$ cat config.mk
export PLATFORM = sky130hd
export DESIGN_NAME = sd_loader_flat
export DESIGN_NICKNAME = d
export VERILOG_FILES = /design/src/rtl/sd_loader_if.sv /design/src/rtl/sd_loader.sv /design/src/flat_wrapper.sv
export SDC_FILE = /design/constraint.sdc
export NUM_CORES = 1
export LEC_CHECK = 0
export CORE_ASPECT_RATIO = 1.75
export CORE_MARGIN = 5
export CORE_UTILIZATION = 35
export DETAILED_ROUTE_END_ITERATION = 10
export DONT_BUFFER_PORTS = 1
export HOLD_SLACK_MARGIN = 0.08
export PLACE_DENSITY = 0.48
export RECOVER_POWER = 100
export SYNTH_ARGS = -nofsm -noshare
export SYNTH_HDL_FRONTEND = slang
export SYNTH_SLANG_ARGS = --single-unit
$ cat constraint.sdc
create_clock -name clk -period 2 [get_ports clk]
set_input_delay 0.4 -clock clk [delete_from_list [all_inputs] [get_ports clk]]
set_output_delay 0.4 -clock clk [all_outputs]
set_load 0.02 [all_outputs]
$ cat src/rtl/sd_loader_if.sv
// Handshake bundle between the operand stream source, sd_loader and the
// downstream sort/divide datapath.
interface sd_loader_if #(
    parameter int WIDTH  = 4,
    parameter int FCNT_W = 8
);
    logic              in_valid;
    logic [WIDTH-1:0]  in_data;
    logic              in_mode;
    logic              in_ready;
    logic              out_valid;
    logic              out_ready;
    logic [WIDTH-1:0]  out_n0;
    logic [WIDTH-1:0]  out_n1;
    logic [WIDTH-1:0]  out_n2;
    logic [WIDTH-1:0]  out_n3;
    logic              out_mode;
    logic              frame_err;
    logic [FCNT_W-1:0] frame_cnt;

    // master: the side that feeds operands and consumes frames
    modport master (
        output in_valid, in_data, in_mode, out_ready,
        input  in_ready, out_valid, out_n0, out_n1, out_n2, out_n3,
               out_mode, frame_err, frame_cnt
    );

    modport slave (
        input  in_valid, in_data, in_mode, out_ready,
        output in_ready, out_valid, out_n0, out_n1, out_n2, out_n3,
               out_mode, frame_err, frame_cnt
    );
endinterface

$ cat src/rtl/sd_loader.sv
// Serial-to-parallel operand loader: assembles 4-beat frames into a
// double-buffered (collector + output register) valid/ready stage.
module sd_loader #(
    parameter int WIDTH  = 4,
    parameter int FCNT_W = 8
) (
    input  logic       clk,
    input  logic       rst,
    sd_loader_if.slave bus
);
    typedef enum logic [1:0] {IDLE, COLLECT, FULL} state_t;

    state_t                  state, state_nxt;
    logic [1:0]              cnt, cnt_nxt;
    logic [3:0][WIDTH-1:0]   col_n, col_n_nxt;
    logic                    col_mode, col_mode_nxt;
    logic [3:0][WIDTH-1:0]   out_n;
    logic                    out_mode;
    logic                    out_valid;
    logic                    frame_err, err_nxt;
    logic [FCNT_W-1:0]       frame_cnt;
    logic                    load_out;
    logic                    handoff;
    logic                    out_free;

    assign handoff  = out_valid && bus.out_ready;
    assign out_free = !out_valid || bus.out_ready;

    // Collector next-state; col_n_nxt already holds the incoming beat so a
    // frame completing this cycle can go straight to the output register.
    always_comb begin
        state_nxt    = state;
        cnt_nxt      = cnt;
        col_n_nxt    = col_n;
        col_mode_nxt = col_mode;
        err_nxt      = 1'b0;
        load_out     = 1'b0;
        case (state)
            IDLE: begin
                if (bus.in_valid) begin
                    col_n_nxt[0] = bus.in_data;
                    col_mode_nxt = bus.in_mode;
                    cnt_nxt      = 2'd1;
                    state_nxt    = COLLECT;
                end
            end
            COLLECT: begin
                if (bus.in_valid) begin
                    col_n_nxt[cnt] = bus.in_data;
                    if (cnt == 2'd3) begin
                        cnt_nxt = 2'd0;
                        if (out_free) begin
                            load_out  = 1'b1;
                            state_nxt = IDLE;
                        end else begin
                            state_nxt = FULL;
                        end
                    end else begin
                        cnt_nxt = cnt + 2'd1;
                    end
                end else begin
                    cnt_nxt   = 2'd0;
                    err_nxt   = 1'b1;
                    state_nxt = IDLE;
                end
            end
            FULL: begin
                if (handoff) begin
                    load_out  = 1'b1;
                    state_nxt = IDLE;
                end
            end
            default: state_nxt = IDLE;
        endcase
    end

    always_ff @(posedge clk or posedge rst) begin
        if (rst) begin
            state     <= IDLE;
            cnt       <= 2'd0;
            col_n     <= '0;
            col_mode  <= 1'b0;
            frame_err <= 1'b0;
        end else begin
            state     <= state_nxt;
            cnt       <= cnt_nxt;
            col_n     <= col_n_nxt;
            col_mode  <= col_mode_nxt;
            frame_err <= err_nxt;
        end
    end

    // Load wins over handoff so back-to-back frames keep out_valid high.
    always_ff @(posedge clk or posedge rst) begin
        if (rst) begin
            out_n     <= '0;
            out_mode  <= 1'b0;
            out_valid <= 1'b0;
            frame_cnt <= '0;
        end else begin
            if (load_out) begin
                out_n     <= col_n_nxt;
                out_mode  <= col_mode_nxt;
                out_valid <= 1'b1;
            end else if (handoff) begin
                out_valid <= 1'b0;
            end
            if (handoff)
                frame_cnt <= frame_cnt + FCNT_W'(1);
        end
    end

    assign bus.in_ready  = (state != FULL);
    assign bus.out_valid = out_valid;
    assign bus.out_n0    = out_n[0];
    assign bus.out_n1    = out_n[1];
    assign bus.out_n2    = out_n[2];
    assign bus.out_n3    = out_n[3];
    assign bus.out_mode  = out_mode;
    assign bus.frame_err = frame_err;
    assign bus.frame_cnt = frame_cnt;
endmodule

$ cat src/flat_wrapper.sv
// flat-port wrapper written by rule: the top's interface ports become plain ports
module sd_loader_flat 
#(
    parameter int WIDTH  = 4,
    parameter int FCNT_W = 8
)
  (clk, rst, bus_in_valid, bus_in_data, bus_in_mode, bus_out_ready, bus_in_ready, bus_out_valid, bus_out_n0, bus_out_n1, bus_out_n2, bus_out_n3, bus_out_mode, bus_frame_err, bus_frame_cnt);
  sd_loader_if #(.WIDTH(WIDTH), .FCNT_W(FCNT_W)) bus_i ();
  input  logic clk;
  input  logic rst;
  input wire logic [$bits(bus_i.in_valid)-1:0] bus_in_valid;
  input wire logic [$bits(bus_i.in_data)-1:0] bus_in_data;
  input wire logic [$bits(bus_i.in_mode)-1:0] bus_in_mode;
  input wire logic [$bits(bus_i.out_ready)-1:0] bus_out_ready;
  output wire logic [$bits(bus_i.in_ready)-1:0] bus_in_ready;
  output wire logic [$bits(bus_i.out_valid)-1:0] bus_out_valid;
  output wire logic [$bits(bus_i.out_n0)-1:0] bus_out_n0;
  output wire logic [$bits(bus_i.out_n1)-1:0] bus_out_n1;
  output wire logic [$bits(bus_i.out_n2)-1:0] bus_out_n2;
  output wire logic [$bits(bus_i.out_n3)-1:0] bus_out_n3;
  output wire logic [$bits(bus_i.out_mode)-1:0] bus_out_mode;
  output wire logic [$bits(bus_i.frame_err)-1:0] bus_frame_err;
  output wire logic [$bits(bus_i.frame_cnt)-1:0] bus_frame_cnt;
  assign bus_i.in_valid = bus_in_valid;
  assign bus_i.in_data = bus_in_data;
  assign bus_i.in_mode = bus_in_mode;
  assign bus_i.out_ready = bus_out_ready;
  assign bus_in_ready = bus_i.in_ready;
  assign bus_out_valid = bus_i.out_valid;
  assign bus_out_n0 = bus_i.out_n0;
  assign bus_out_n1 = bus_i.out_n1;
  assign bus_out_n2 = bus_i.out_n2;
  assign bus_out_n3 = bus_i.out_n3;
  assign bus_out_mode = bus_i.out_mode;
  assign bus_frame_err = bus_i.frame_err;
  assign bus_frame_cnt = bus_i.frame_cnt;
  sd_loader #(.WIDTH(WIDTH), .FCNT_W(FCNT_W)) u_core (.clk(clk), .rst(rst), .bus(bus_i));
endmodule
==> insert_results.sql, run 1 <==
INSERT INTO impl_metrics (metric_group, metric, value, unit) VALUES
('status', 'outcome', 'completed', ''),
('yosys', 'synthFlopType', 'sky130_fd_sc_hd__dfrtp_1', ''),
('routing', 'antenna_left', '0', ''),
('yosys', 'postSynthAreaPerCell', '12.93', 'um^2'),
('routing', 'detail_route.vias_per_cell', '5.016', ''),
('critical_path', 'endpoint_kind', 'flip-flop', ''),
('finish', 'diodes', '0', ''),
('finish', 'final_layout_size_suffix_gt1_frac', '0.1734', ''),
('yosys', 'yosysWarnings', '0', ''),
('routing', 'vias', '1259', ''),
('critical_path', 'cp_max_fo', '8', ''),
('power', 'power_per_cell_area', '1404', 'nW/um^2'),
('routing', 'detailedRoute.firstIterationViolations', '37', ''),
('timing', 'max_freq', '0.5464', 'GHz'),
('yosys', 'synth-seq-area-share', '0.5697', ''),
('yosys', 'synth_top_area_cells', 'sky130_fd_sc_hd__dfrtp_1 (57%), sky130_fd_sc_hd__mux2_2 (12%), sky130_fd_sc_hd__ha_1 (4.7%), sky130_fd_sc_hd__mux2_4 (4.3%), sky130_fd_sc_hd__a31oi_1 (2.7%)', ''),
('placement', 'globalplace.congestion', '0.7453', ''),
('cts', 'cts-root-buf', 'sky130_fd_sc_hd__clkbuf_8', ''),
('grt', 'global_route_wire_length_before_repair', '7.217', 'mm'),
('yosys', 'syn-num-nets', '180', ''),
('yosys', 'synthMostInstantiatedCell', 'sky130_fd_sc_hd__dfrtp_1', ''),
('floorplanning', 'dieArea', '7737', 'um^2'),
('power', 'design_power_total', '0.003271', 'W'),
('yosys', 'netlist_area', '2108', 'um^2'),
('yosys', 'async_reset_ff_frac', '1.000', ''),
('cts', 'clkSinkCount', '48', ''),
('cts', 'tritoncts', 'yes', ''),
('timing', 'final.period_utilization', '0.9151', ''),
('timing', 'period_needed', '1.830', 'ns'),
('grt', 'grt-ovfl-total', '0', ''),
('routing', 'route.detailed.wl_per_inst', '16.88', 'um'),
('cts', 'numCtsBuffers', '5', ''),
('placement', 'hpwlAfterDp', '3.273', 'mm'),
('flow_run', 'cap_viol_max_count', '0', ''),
('routing', 'routed_wire_length', '4.237', 'mm'),
('floorplanning', 'ios', '37', ''),
('timing', 'fin_tns_setup', '0', 'ns'),
('timing', 'hold_violations', '0', ''),
('timing', 'skew', '0.005485', 'ns'),
('grt', 'pin_count_of_the_biggest_net_entering_global_routing', '22', ''),
('cts', 'clk_latency', '0.29', 'ns'),
('timing', 'max_slew_margin', '0.4709', ''),
('cts', 'path_clk_slew', '0.08', 'ns'),
('yosys', 'synth_top_cell_area_share', '0.5697', ''),
('grt', 'via_count_of_the_first_global_routing_pass', '1407', ''),
('critical_path', 'critical_path.startpoint_type', 'flip-flop', ''),
('critical_path', 'crit_type', 'flip-flop to flip-flop', ''),
('floorplanning', 'dieWidth', '68.67', 'um'),
('yosys', 'synth.largest_area_cell', 'sky130_fd_sc_hd__dfrtp_1', ''),
('finish', 'nets', '190', ''),
('floorplanning', 'core.rowCount', '37', ''),
('floorplanning', 'die_h', '112.7', 'um'),
('cts', 'cts_post_setup_buffers_inserted', '0', ''),
('placement', 'number_of_port_buffers', '0', ''),
('placement', 'dp_worst_setup_slack', '0.08037', 'ns'),
('cts', 'number_of_buffers_between_clock_root_and_the_deepest_sink', '2', ''),
('routing', 'drt-pass1-iter-count', '4', ''),
('yosys', 'synth_seq_cells', '48', ''),
('power', 'max-vdd-ir-drop', '0.0007763', 'V'),
('yosys', 'netlist_top_cells_count', 'sky130_fd_sc_hd__dfrtp_1 (48), sky130_fd_sc_hd__mux2_2 (22), sky130_fd_sc_hd__inv_1 (11), sky130_fd_sc_hd__nand2_1 (10), sky130_fd_sc_hd__nand3_1 (10)', ''),
('grt', 'antenna_found_initial', '0', ''),
('power', 'leakage', '1.080', 'nW'),
('timing', 'layout_setup_ws', '0.1699', 'ns'),
('yosys', 'synthDistinctLibCells', '31', ''),
('finish', 'postLayoutCoreUtil', '0.3963', ''),
('timing', 'rsz0062_at_grt', 'no', ''),
('cts', 'cts_htree_levels', '2', ''),
('timing', 'worst_hold_slack', '0.1598', 'ns'),
('floorplanning', 'initial_utilization', '0.3586', ''),
('timing', 'finalMaxSlewViolations', '0', ''),
('routing', 'route.detailed.drc', '0', ''),
('timing', 'worst_pin_slew', '0.7928', 'ns'),
('min_path', 'holdCritPathClass', 'input port to flip-flop', ''),
('yosys', 'synthesis.instances', '163', ''),
('critical_path', 'crit_arrival', '2.01', 'ns'),
('yosys', 'synth_edf_count', '0', ''),
('finish', 'area_delta_synth_final', '10.50', '%'),
('timing', 'setup_violators_final', '0', ''),
('critical_path', 'worst-endpoint-required', '2.18', 'ns'),
('floorplanning', 'floorplan.core_area', '5879', 'um^2'),
('grt', 'track_usage', '0.1270', '');
-- what timing repair did --
action,in CTS,in global routing
endpoints found under the setup margin,0,7
hold buffers,1,0
hold endpoints to repair,19,0
gates resized for setup,0,1
-- where the power goes --
group | switching (W) | internal (W) | leakage, nW | total (W)
clock | 0.000301 | 0.000492 | 0.0642 | 0.000793
combinational | 0.000409 | 0.000382 | 0.406 | 0.000791
sequential | 0.000371 | 0.00132 | 0.610 | 0.00169
-- worst paths after layout --
path,from,endpoint,slack [ns],cells past startpoint
worst min-delay path,bus_in_valid,u_core.bus.frame_err$_DFF_PP0_,0.16,1
max in group asynchronous,rst,u_core.col_n[13]$_DFF_PP0_,0.44,3
worst min register to register,u_core.col_n[5]$_DFF_PP0_,u_core.col_n[5]$_DFF_PP0_,0.49,1
worst max register to register,u_core.state[1]$_DFFE_PP0P_,u_core.bus.out_n1[0]$_DFFE_PP0P_,0.17,5
worst max-delay path,u_core.state[1]$_DFFE_PP0P_,u_core.bus.out_n1[0]$_DFFE_PP0P_,0.17,5
min in group asynchronous,rst,u_core.state[0]$_DFFE_PP0P_,0.69,2
-- cell type report --
class                      count  area [um^2]
clock buffer                   5        68.82
inverter                      11        41.29
fill                         589         3550
clock inverter                 2        60.06
multi-input combinational    100        814.5
sequential                    48         1201
tap                           78        97.59
timing repair buffer           7        46.29
-- flip-flops by register name (all words and copies together), names as in the netlist --
register and cells:
u_core.bus.frame_cnt 8, u_core.bus.frame_err 1, u_core.bus.out_mode 1, u_core.bus.out_n0 4
u_core.bus.out_n1 4, u_core.bus.out_n2 4, u_core.bus.out_n3 4, u_core.bus.out_valid 1
u_core.cnt 2, u_core.col_mode 1, u_core.col_n 16, u_core.state 2
-- worst max-delay path: stages (launching register included) --
cell                      delay, ns
sky130_fd_sc_hd__dfrtp_1       0.42
sky130_fd_sc_hd__inv_1         0.09
sky130_fd_sc_hd__ha_2          0.26
sky130_fd_sc_hd__nand3_1       0.24
sky130_fd_sc_hd__mux2_1        0.40
sky130_fd_sc_hd__mux2_1        0.30
-- per-layer routing --
| metal | global-route usage | up-vias | part of all wire |
|---|---|---|---|
| met5 | 0 | - | 0 |
| met4 | 0.05179 | 0 | 0.019 |
| met1 | 0.1314 | 630 | 0.35 |
| met3 | 0.04705 | 5 | 0.084 |
| li1 | - | 585 | - |
| met2 | 0.2208 | 39 | 0.54 |
-- cell families after synthesis --
group           after synthesis  share of synthesized area
flops                        48                     0.5697
simple gates                 32                    0.07716
mux                          29                     0.1650
compound gates               24                    0.07775
buf+inv                      15                    0.03383
fa+ha+maj                     8                    0.04748
xor+xnor                      7                    0.02908
-- through the flow --
step,instance area (um^2),instances
2_1_floorplan,2108,163
3_3_place_gp,2221,243
3_5_place_dp,2221,243
4_1_cts,2360,251
5_1_grt,2330,251
6_report,2330,251
-- placed cells by master (no fill, tap or decap), drive strengths merged, types with 3 or more instances in the layout --
cell	n
buf	3
o21ai	5
inv	11
dfrtp	48
mux2	28
a31oi	9
nand3	10
nand2b	3
clkbuf	8
ha	8
xnor2	5
nor2b	3
nand2	10
(Power assumes the default switching activity.)
==> run 2: changes to the inputs <==
- CAP_MARGIN: not set -> 20
==> results of run 2 <==
The final DEF is identical to that of run 1; final timing and power are the same.
